==> config.mk <==
export PLATFORM = sky130hd
export DESIGN_NAME = sprite_draw_engine
export DESIGN_NICKNAME = d
export VERILOG_FILES = /design/src/rtl/sprite_draw_engine.sv
export SDC_FILE = /design/constraint.sdc
export NUM_CORES = 1
export LEC_CHECK = 0
export CAP_MARGIN = 20
export CELL_PAD_IN_SITES_DETAIL_PLACEMENT = 1
export CELL_PAD_IN_SITES_GLOBAL_PLACEMENT = 1
export CORE_MARGIN = 2
export CORE_UTILIZATION = 35
export DETAILED_ROUTE_END_ITERATION = 8
export PLACE_DENSITY_LB_ADDON = 0.1
export SKIP_LAST_GASP = 1
export SLEW_MARGIN = 20
export SYNTH_ARGS = -nofsm -noshare
export SYNTH_HDL_FRONTEND = slang
export SYNTH_SLANG_ARGS = --single-unit
==> constraint.sdc <==
create_clock -name clock -period 11.35 [get_ports clock]
set_input_delay 1.7025 -clock clock [delete_from_list [all_inputs] [get_ports clock]]
set_output_delay 1.7025 -clock clock [all_outputs]
set_load 0.02 [all_outputs]
==> src/rtl/sprite_draw_engine.sv <==
// Sprite draw engine: answers a held drawBG/drawChar request by rasterising
// a SPRITE_W x SPRITE_H window. Pixel colours come from the background or
// sprite ROM (both with one cycle of read latency). The block then pulses
// the matching done output.
module sprite_draw_engine #(
  parameter int                  SPRITE_W    = 8,
  parameter int                  SPRITE_H    = 8,
  parameter int                  CHAR_AW     = 6,
  parameter int                  COLOUR_W    = 3,
  parameter logic [COLOUR_W-1:0] TRANSPARENT = 3'b101,
  parameter int                  SCREEN_W    = 320,
  parameter int                  SCREEN_H    = 240
) (
  input  logic                clock,
  input  logic                reset,
  input  logic                drawBG,
  input  logic                drawChar,
  input  logic [8:0]          xCoordinate,
  input  logic [7:0]          yCoordinate,
  output logic                doneBG,
  output logic                doneChar,
  output logic                busy,
  output logic [CHAR_AW-1:0]  charAddr,
  input  logic [COLOUR_W-1:0] charData,
  output logic [16:0]         bgAddr,
  input  logic [COLOUR_W-1:0] bgData,
  output logic [8:0]          vgaX,
  output logic [7:0]          vgaY,
  output logic [COLOUR_W-1:0] vgaColour,
  output logic                vgaPlot
);

  localparam int CX_W = (SPRITE_W > 1) ? $clog2(SPRITE_W) : 1;
  localparam int CY_W = (SPRITE_H > 1) ? $clog2(SPRITE_H) : 1;

  typedef enum logic [2:0] {
    S_IDLE,
    S_SCAN,
    S_FLUSH,
    S_DONE,
    S_RELEASE
  } state_t;

  state_t          state_q, state_d;
  logic            mode_bg_q, mode_bg_d;   // 1 = background pass, 0 = character pass
  logic [8:0]      x_q, x_d;
  logic [7:0]      y_q, y_d;
  logic [CX_W-1:0] cx_q, cx_d;
  logic [CY_W-1:0] cy_q, cy_d;
  // Screen position of the address issued last cycle, lined up with ROM data.
  logic [9:0]      px_dly_q, px_dly_d;
  logic [8:0]      py_dly_q, py_dly_d;
  logic            valid_q, valid_d;

  logic [9:0]      px_cur;
  logic [8:0]      py_cur;
  logic            last_col;
  logic            last_row;
  logic            served_req;
  logic            in_screen;
  logic            opaque;

  // Current scan position and the raster-end conditions.
  always_comb begin
    px_cur     = {1'b0, x_q} + 10'(cx_q);
    py_cur     = {1'b0, y_q} + 9'(cy_q);
    last_col   = (cx_q == CX_W'(SPRITE_W - 1));
    last_row   = (cy_q == CY_W'(SPRITE_H - 1));
    served_req = mode_bg_q ? drawBG : drawChar;
  end

  // Next-state logic: request latch, raster counters, pixel pipeline.
  always_comb begin
    state_d   = state_q;
    mode_bg_d = mode_bg_q;
    x_d       = x_q;
    y_d       = y_q;
    cx_d      = cx_q;
    cy_d      = cy_q;
    px_dly_d  = px_dly_q;
    py_dly_d  = py_dly_q;
    valid_d   = 1'b0;
    case (state_q)
      S_IDLE: begin
        if (drawBG || drawChar) begin
          // Background wins when both requests arrive together.
          mode_bg_d = drawBG;
          x_d       = xCoordinate;
          y_d       = yCoordinate;
          cx_d      = '0;
          cy_d      = '0;
          state_d   = S_SCAN;
        end
      end
      S_SCAN: begin
        valid_d  = 1'b1;
        px_dly_d = px_cur;
        py_dly_d = py_cur;
        if (last_col) begin
          cx_d = '0;
          if (last_row) begin
            cy_d    = '0;
            state_d = S_FLUSH;
          end else begin
            cy_d = cy_q + 1'b1;
          end
        end else begin
          cx_d = cx_q + 1'b1;
        end
      end
      S_FLUSH:   state_d = S_DONE;
      S_DONE:    state_d = S_RELEASE;
      S_RELEASE: begin
        // Stay here while the served request is held so it cannot retrigger.
        if (!served_req) state_d = S_IDLE;
      end
      default:   state_d = S_IDLE;
    endcase
  end

  // State and datapath registers with synchronous reset.
  always_ff @(posedge clock) begin
    if (reset) begin
      state_q   <= S_IDLE;
      mode_bg_q <= 1'b0;
      x_q       <= '0;
      y_q       <= '0;
      cx_q      <= '0;
      cy_q      <= '0;
      px_dly_q  <= '0;
      py_dly_q  <= '0;
      valid_q   <= 1'b0;
    end else begin
      state_q   <= state_d;
      mode_bg_q <= mode_bg_d;
      x_q       <= x_d;
      y_q       <= y_d;
      cx_q      <= cx_d;
      cy_q      <= cy_d;
      px_dly_q  <= px_dly_d;
      py_dly_q  <= py_dly_d;
      valid_q   <= valid_d;
    end
  end

  // Outputs: ROM addresses, handshake flags and the VGA write port.
  always_comb begin
    busy      = (state_q != S_IDLE);
    doneBG    = (state_q == S_DONE) && mode_bg_q;
    doneChar  = (state_q == S_DONE) && !mode_bg_q;
    charAddr  = CHAR_AW'(int'(cy_q) * SPRITE_W + int'(cx_q));
    // The product wraps naturally to 17 bits.
    bgAddr    = (state_q == S_SCAN) ? (17'(py_cur) * 17'(SCREEN_W) + 17'(px_cur)) : '0;
    in_screen = (px_dly_q < 10'(SCREEN_W)) && (py_dly_q < 9'(SCREEN_H));
    opaque    = mode_bg_q || (charData != TRANSPARENT);
    vgaPlot   = valid_q && in_screen && opaque;
    vgaX      = valid_q ? px_dly_q[8:0] : '0;
    vgaY      = valid_q ? py_dly_q[7:0] : '0;
    vgaColour = valid_q ? (mode_bg_q ? bgData : charData) : '0;
  end

endmodule

* Word level (Yosys, flattened, before mapping) *
Index checks and enable logic that the tools add are counted.

word-level totals
  output and inout port bits = 47
  bits of input ports = 27
  flip-flop bits (word level) = 47
  word-level logic and storage cells = 62

operators by class
  equality and inequality tests = 11
  multiply operators = 1
  add/subtract/negate cells = 6
  reduce and logical (&&, ||, !) cells = 15
  magnitude comparators = 2
  muxes and demuxes = 18

operators with widths
  kind                                                                   count
  3-bit 2-to-1 mux                                                       10
  17-bit by 10-bit adder with 17-bit output                              1
  17-bit 2-to-1 mux                                                      1
  3-bit case mux with 5 select lines                                     1
  3-bit case mux with 2 select lines                                     2
  9-bit by 3-bit multiplier with 11-bit output, second input constant    1
  9-bit by 3-bit adder with 10-bit output                                1
  10-bit by 9-bit < comparator with 1-bit output, second input constant  1
  8-bit by 3-bit adder with 9-bit output                                 1
  3-bit == test, second input constant                                   3
  9-bit by 8-bit < comparator with 1-bit output, second input constant   1
  9-bit 2-to-1 mux                                                       1
  8-bit 2-to-1 mux                                                       1
  2-bit inequality test, second input constant                           4
  3-bit by 1-bit adder with 3-bit output, second input constant          2
  6-bit by 3-bit adder with 6-bit output                                 1
  3-bit by 2-bit == test with 1-bit output, second input constant        2
  1-bit logical AND                                                      5
  2-bit AND reduction                                                    2
  4-bit AND reduction                                                    1
  3-bit by 1-bit == test with 1-bit output, second input constant        1
  3-bit zero test                                                        1
  3-bit inequality test, second input constant                           1
  3-bit AND reduction                                                    1
  5 further kinds                                                        7

* Logic depth before layout (Yosys ltp) *
  word-level depth = 4
  gate-level depth with buffers = 15
  depth with buffers taken out = 15

* Least setup slack after synthesis *
Ideal clock, no wire load.

  kind = reg2out
  from = register cy_q[0]
  to = output port bgAddr[16]
  slack = 5.723 ns
  buffers on the path = 0
  arrival = 3.925 ns
  stages on the path, launching flop included = 15
  data required time = 9.648 ns
  cells stage by stage = dfxtp_1 -> ha_1 -> fa_1 -> a21o_2 -> nand2_1 -> xnor2_1 -> ha_1 -> fa_1 -> a21oi_1 -> o31ai_1 -> a21oi_1 -> xnor3_1 -> o31a_1 -> or3_1 -> a21oi_1

on the way
  longest elaborated chain between the ends = 4

ends and longest elaborated chain
  what                                          RTL line  RTL
  from (decl)                                   49        logic [CY_W-1:0] cy_q, cy_d;
  from (signal assigned)                        139       cy_q <= cy_d;
  8-bit by 3-bit adder with 9-bit output        66        py_cur = {1'b0, y_q} + 9'(cy_q);
  net py_cur[4]                                 56        logic [8:0] py_cur;
  9-bit by 3-bit multiplier with 11-bit output  153       bgAddr = (state_q == S_SCAN) ? (17'(py_cur) * 17'(SCREEN_W) + 17'(px_cur)) : '0;
  17-bit by 10-bit adder with 17-bit output     153
  17-bit 2-to-1 mux                             153
  to (decl)                                     25        output logic [16:0] bgAddr,

The timed path passes the listed nets, and every way through them passes these cells.

* Worst setup path after layout *
Ends and elaborated chain as after synthesis.

==> summary by stage <==
Outcome
The flow ran to the end, and the final reports show no timing, DRC or antenna violations.

Finish
The share of layout cells above drive strength 1 is 4.98%. The count of inserted antenna diode cells is 0. In the layout the commonest cells are clkdlybuf4s50_1, nand2_1, dfxtp_1.

Counting the fill cells in the layout gives 1020. The area growth from synthesis to layout is 31.7%. The library cell used most frequently in the layout, excluding fill and tap cells, is clkdlybuf4s50_1. After the last flow step, the layout net total stands at 497.

Once layout is done, the placed cells without fillers occupy 3950 um2.

Critical path
The worst setup path is of the register to output pin kind. The critical path launch point type is a register. The required time of the critical path is 9.65 ns. The capture instance of the worst register-to-register path is py_dly_q[6]$_SDFFE_PP0P_. In this run the worst path has a maximum fanout of 5. The worst setup path is captured at an output pin.

The register-to-register setup slack is 9.34 ns. The reg-to-reg critical path startpoint is cy_q[0]$_SDFFE_PP0P_. The arrival time of data at the critical path endpoint is 4.90 ns.

Measured in cells, the most critical reg-to-reg path has a length of 7.

Synthesis
The number of instances in the synthesized netlist is 379. The area share of the leading cell type in the synthesized netlist is 31.3%. The total nets after synthesis is 435. Sorting the synthesized cells by area gives the leading types as dfxtp_1, ha_1, nand2_1.

The post-synthesis xor/xnor area fraction is 8.67%. The number of synthesized register bits is 47. The netlist area before placement is 3000 um2. The distinct cell type count after synthesis is 48.

The multiplexer share of the synthesized area is 1.71%. The synthesized design contains 0 enable-type register cells. By area, the combinational part of the netlist is dominated by simple AND/OR/NAND/NOR gates. During synthesis, Yosys emitted a total of 0 warnings. After synthesis, the share of flip-flops with an asynchronous set or reset is 0%.

After Yosys synthesis, full adders, half adders and majority gates account for 13.1% of the synthesized area. Summing the areas of all compound-gate instances in the mapped netlist gives 14.8% of the synthesized area. The average cell area after synthesis is 7.92 um2. The post-synthesis share of cell area spent on and, or, nand and nor gates is 26.9%. The leading area contributor after synthesis is dfxtp_1. Among all flip-flop cells after synthesis, the most frequent one is dfxtp_1. Of the synthesized area, sequential elements account for 31.3%.

Power and ir drop
The static leakage is 0.00163 uW. Power comes to 421 uW. Dividing total power by cell area gives a power density of 106 nW/um2. The maximum vdd ir drop is 0.0559 mV.

CTS
The clock network latency to the later pin of the worst-skew pair is 0.30 ns. The clock sink total is 47. Buffers added to address setup during post-CTS repair amount to 0. The clock passes through at most 2 buffers. The CTS tree is done. The hold buffer count at cts is 0. Clock-pin slew was measured on the worst setup and hold paths at 0.09 ns. Once the clock tree was built, the resizer swapped 0 gates to a different size. The clock root buffer is clkbuf_8. CTS built an H-tree with a depth of 2. Buffers inserted during clock tree synthesis total 5.

Routing
After detailed routing, the total wire length is 7790 um. The average wire length per cell after detail routing is 14.2 um. The count of nets left with antenna violations once routing finished came out at 0.

For this run, design rule violations remaining after detail routing come to 0. For this run, the detailed router's first-pass iteration total came to 4. Using the TritonRoute via totals, the vias-per-cell ratio works out to 5.05. The number of vias after detailed routing is 2760. For this block, the initial DRC count from the detailed router was 92.

Timing
The final worst clock skew is 0.00713 ns. Timing would allow up to 151 MHz. The final count of hold timing violations is 0. In the post-route analysis, the smallest setup slack over all paths is 4.75 ns. The sum of negative setup slack is 0 ns. Setup repair after global routing left no endpoint under its margin. The worst path in the final design needs a cycle of 6.60 ns, including I/O delays and setup. Setup violations remaining at the end of the flow were counted as 0. The final-report max-slew violation count is 0. Final hold analysis gives a worst-case slack of 0.456 ns. The relative slew slack is 39.5%. The final worst-path cycle share is 58.2%.

At the pin with the least slew margin, the transition time is 0.907 ns.

GRT
Entering global routing, the biggest net connects 48 pins. The all-layer global routing usage is 17.0%. The total congestion overflow is 0. The first-pass GRT wire length is 13300 um. The number of antenna violations at the first check in global routing is 0. The via count of the first global-routing pass is 2800.

Floorplan
The number of placement rows is 33. The area enclosed by the die boundary is 9340 um2. Pin placement for this block handled 74 I/O pins. The core region is 8260 um2. Once the floorplan was initialized, standard cells occupied 36.4% of the core. The die height is 96.6 um.

The die boundary width is 96.6 um.

Hold path
The tightest min-delay check is of the register to register type. Along the worst hold path, the cell count comes to 2. For hold timing, the worst endpoint is px_dly_q[1]$_SDFFE_PP0P_. In this run the most critical hold path is launched from px_dly_q[1]$_SDFFE_PP0P_.

Place
The number of buffers inserted by port buffering is 73. The estimated wirelength of the detail-placed design is 6160 um. The post-place setup slack is 5.07 ns.

The final RePlAce weighted congestion is 0.788. The instance area at placement is 3810 um2.

Run
Across the run, the number of max-cap violations was 0.
## metal layers
metal  part of all wire (%)  global-route usage, %  vias up
met1                     46                   21.2     1292
met2                     49                   30.8       47
met3                    3.3                   2.75        6
met4                   0.90                   3.58        0
li1                       -                      -     1415
met5                      0                      0        -
## worst max-delay path by stage
stage	cells after the start	slack, ns	start	endpoint
6_report	15	4.75	cy_q[0]$_SDFFE_PP0P_	bgAddr[16]
3_5_place_dp	15	5.07	cy_q[0]$_SDFFE_PP0P_	bgAddr[16]
5_1_grt	15	4.47	cy_q[0]$_SDFFE_PP0P_	bgAddr[16]
2_1_floorplan	14	5.72	cy_q[0]$_SDFFE_PP0P_	bgAddr[16]
3_3_place_gp	15	5.23	cy_q[0]$_SDFFE_PP0P_	bgAddr[16]
4_1_cts	15	4.72	cy_q[0]$_SDFFE_PP0P_	bgAddr[16]
## state kept, by name, indices dropped and copies added (netlist names)
signal / cells
mode_bg_q: 1
state_q: 3
y_q: 8
x_q: 9
py_dly_q: 9
valid_q: 1
cy_q: 3
px_dly_q: 10
cx_q: 3
## critical path, cell delays in order (launching register included)
cell and delay [ns]:
dfxtp_1 0.36, ha_1 0.24, fa_1 0.40, a21o_2 0.24, nand2_1 0.08, xnor2_1 0.19, ha_1 0.33, fa_1 0.47
a21oi_1 0.23, o31ai_1 0.09, a21oi_1 0.19, xnor3_1 0.30, o31a_1 0.33, or3_1 0.35, a21oi_1 0.17, clkdlybuf4s50_1 0.64
## metrics by stage
stage          cells  utilization (%)
4_1_cts          547             47.8
6_report         547             47.9
3_5_place_dp     539             46.2
5_1_grt          547             47.9
2_1_floorplan    379                -
3_3_place_gp     539             46.2
## cells in the mapped netlist (2+ instances only)
master	number
nand2_1	62
dfxtp_1	47
nor2_1	47
a21oi_1	39
ha_1	25
and2_1	20
clkbuf_1	18
xnor2_1	13
xor2_1	11
nor3_1	9
nor2b_1	8
inv_1	7
o21ai_0	7
a211oi_1	6
nand3_1	6
a21o_1	4
fa_1	4
mux2i_1	4
a32oi_1	3
nand2b_1	3
nand4_1	3
a21oi_2	2
and3_1	2
and4_1	2
buf_2	2
nand3b_1	2
nor3b_1	2
## report_power, final
group	leakage, uW	total, uW	internal [uW]	switching, uW
logic	0.00117	88.2	41.1	47.0
registers	0.000385	184	174	9.93
clock network	0.0000703	149	89.4	60.0
total	0.00163	421	304	117
## layout make-up
type	instances	area, um2	share of cell area (%)
multi-input combinational	305	1970	49.8
sequential	47	941	23.8
timing repair buffer	75	746	18.9
tap	105	131	3.32
clock inverter	3	71.3	1.80
clock buffer	5	68.8	1.74
inverter	7	26.3	0.665
## logic make-up (layout without fill, tap and decap cells)
kind of cell               Yosys count  count (layout)
and+or+nand+nor                    173             173
AOI/OAI and AO/OA                   72              72
DFF                                 47              47
adders and majority gates           29              29
buffers and inverters               27              90
xor gates and xnor gates            26              26
muxes                                5               5
(Power assumes the default switching activity.)
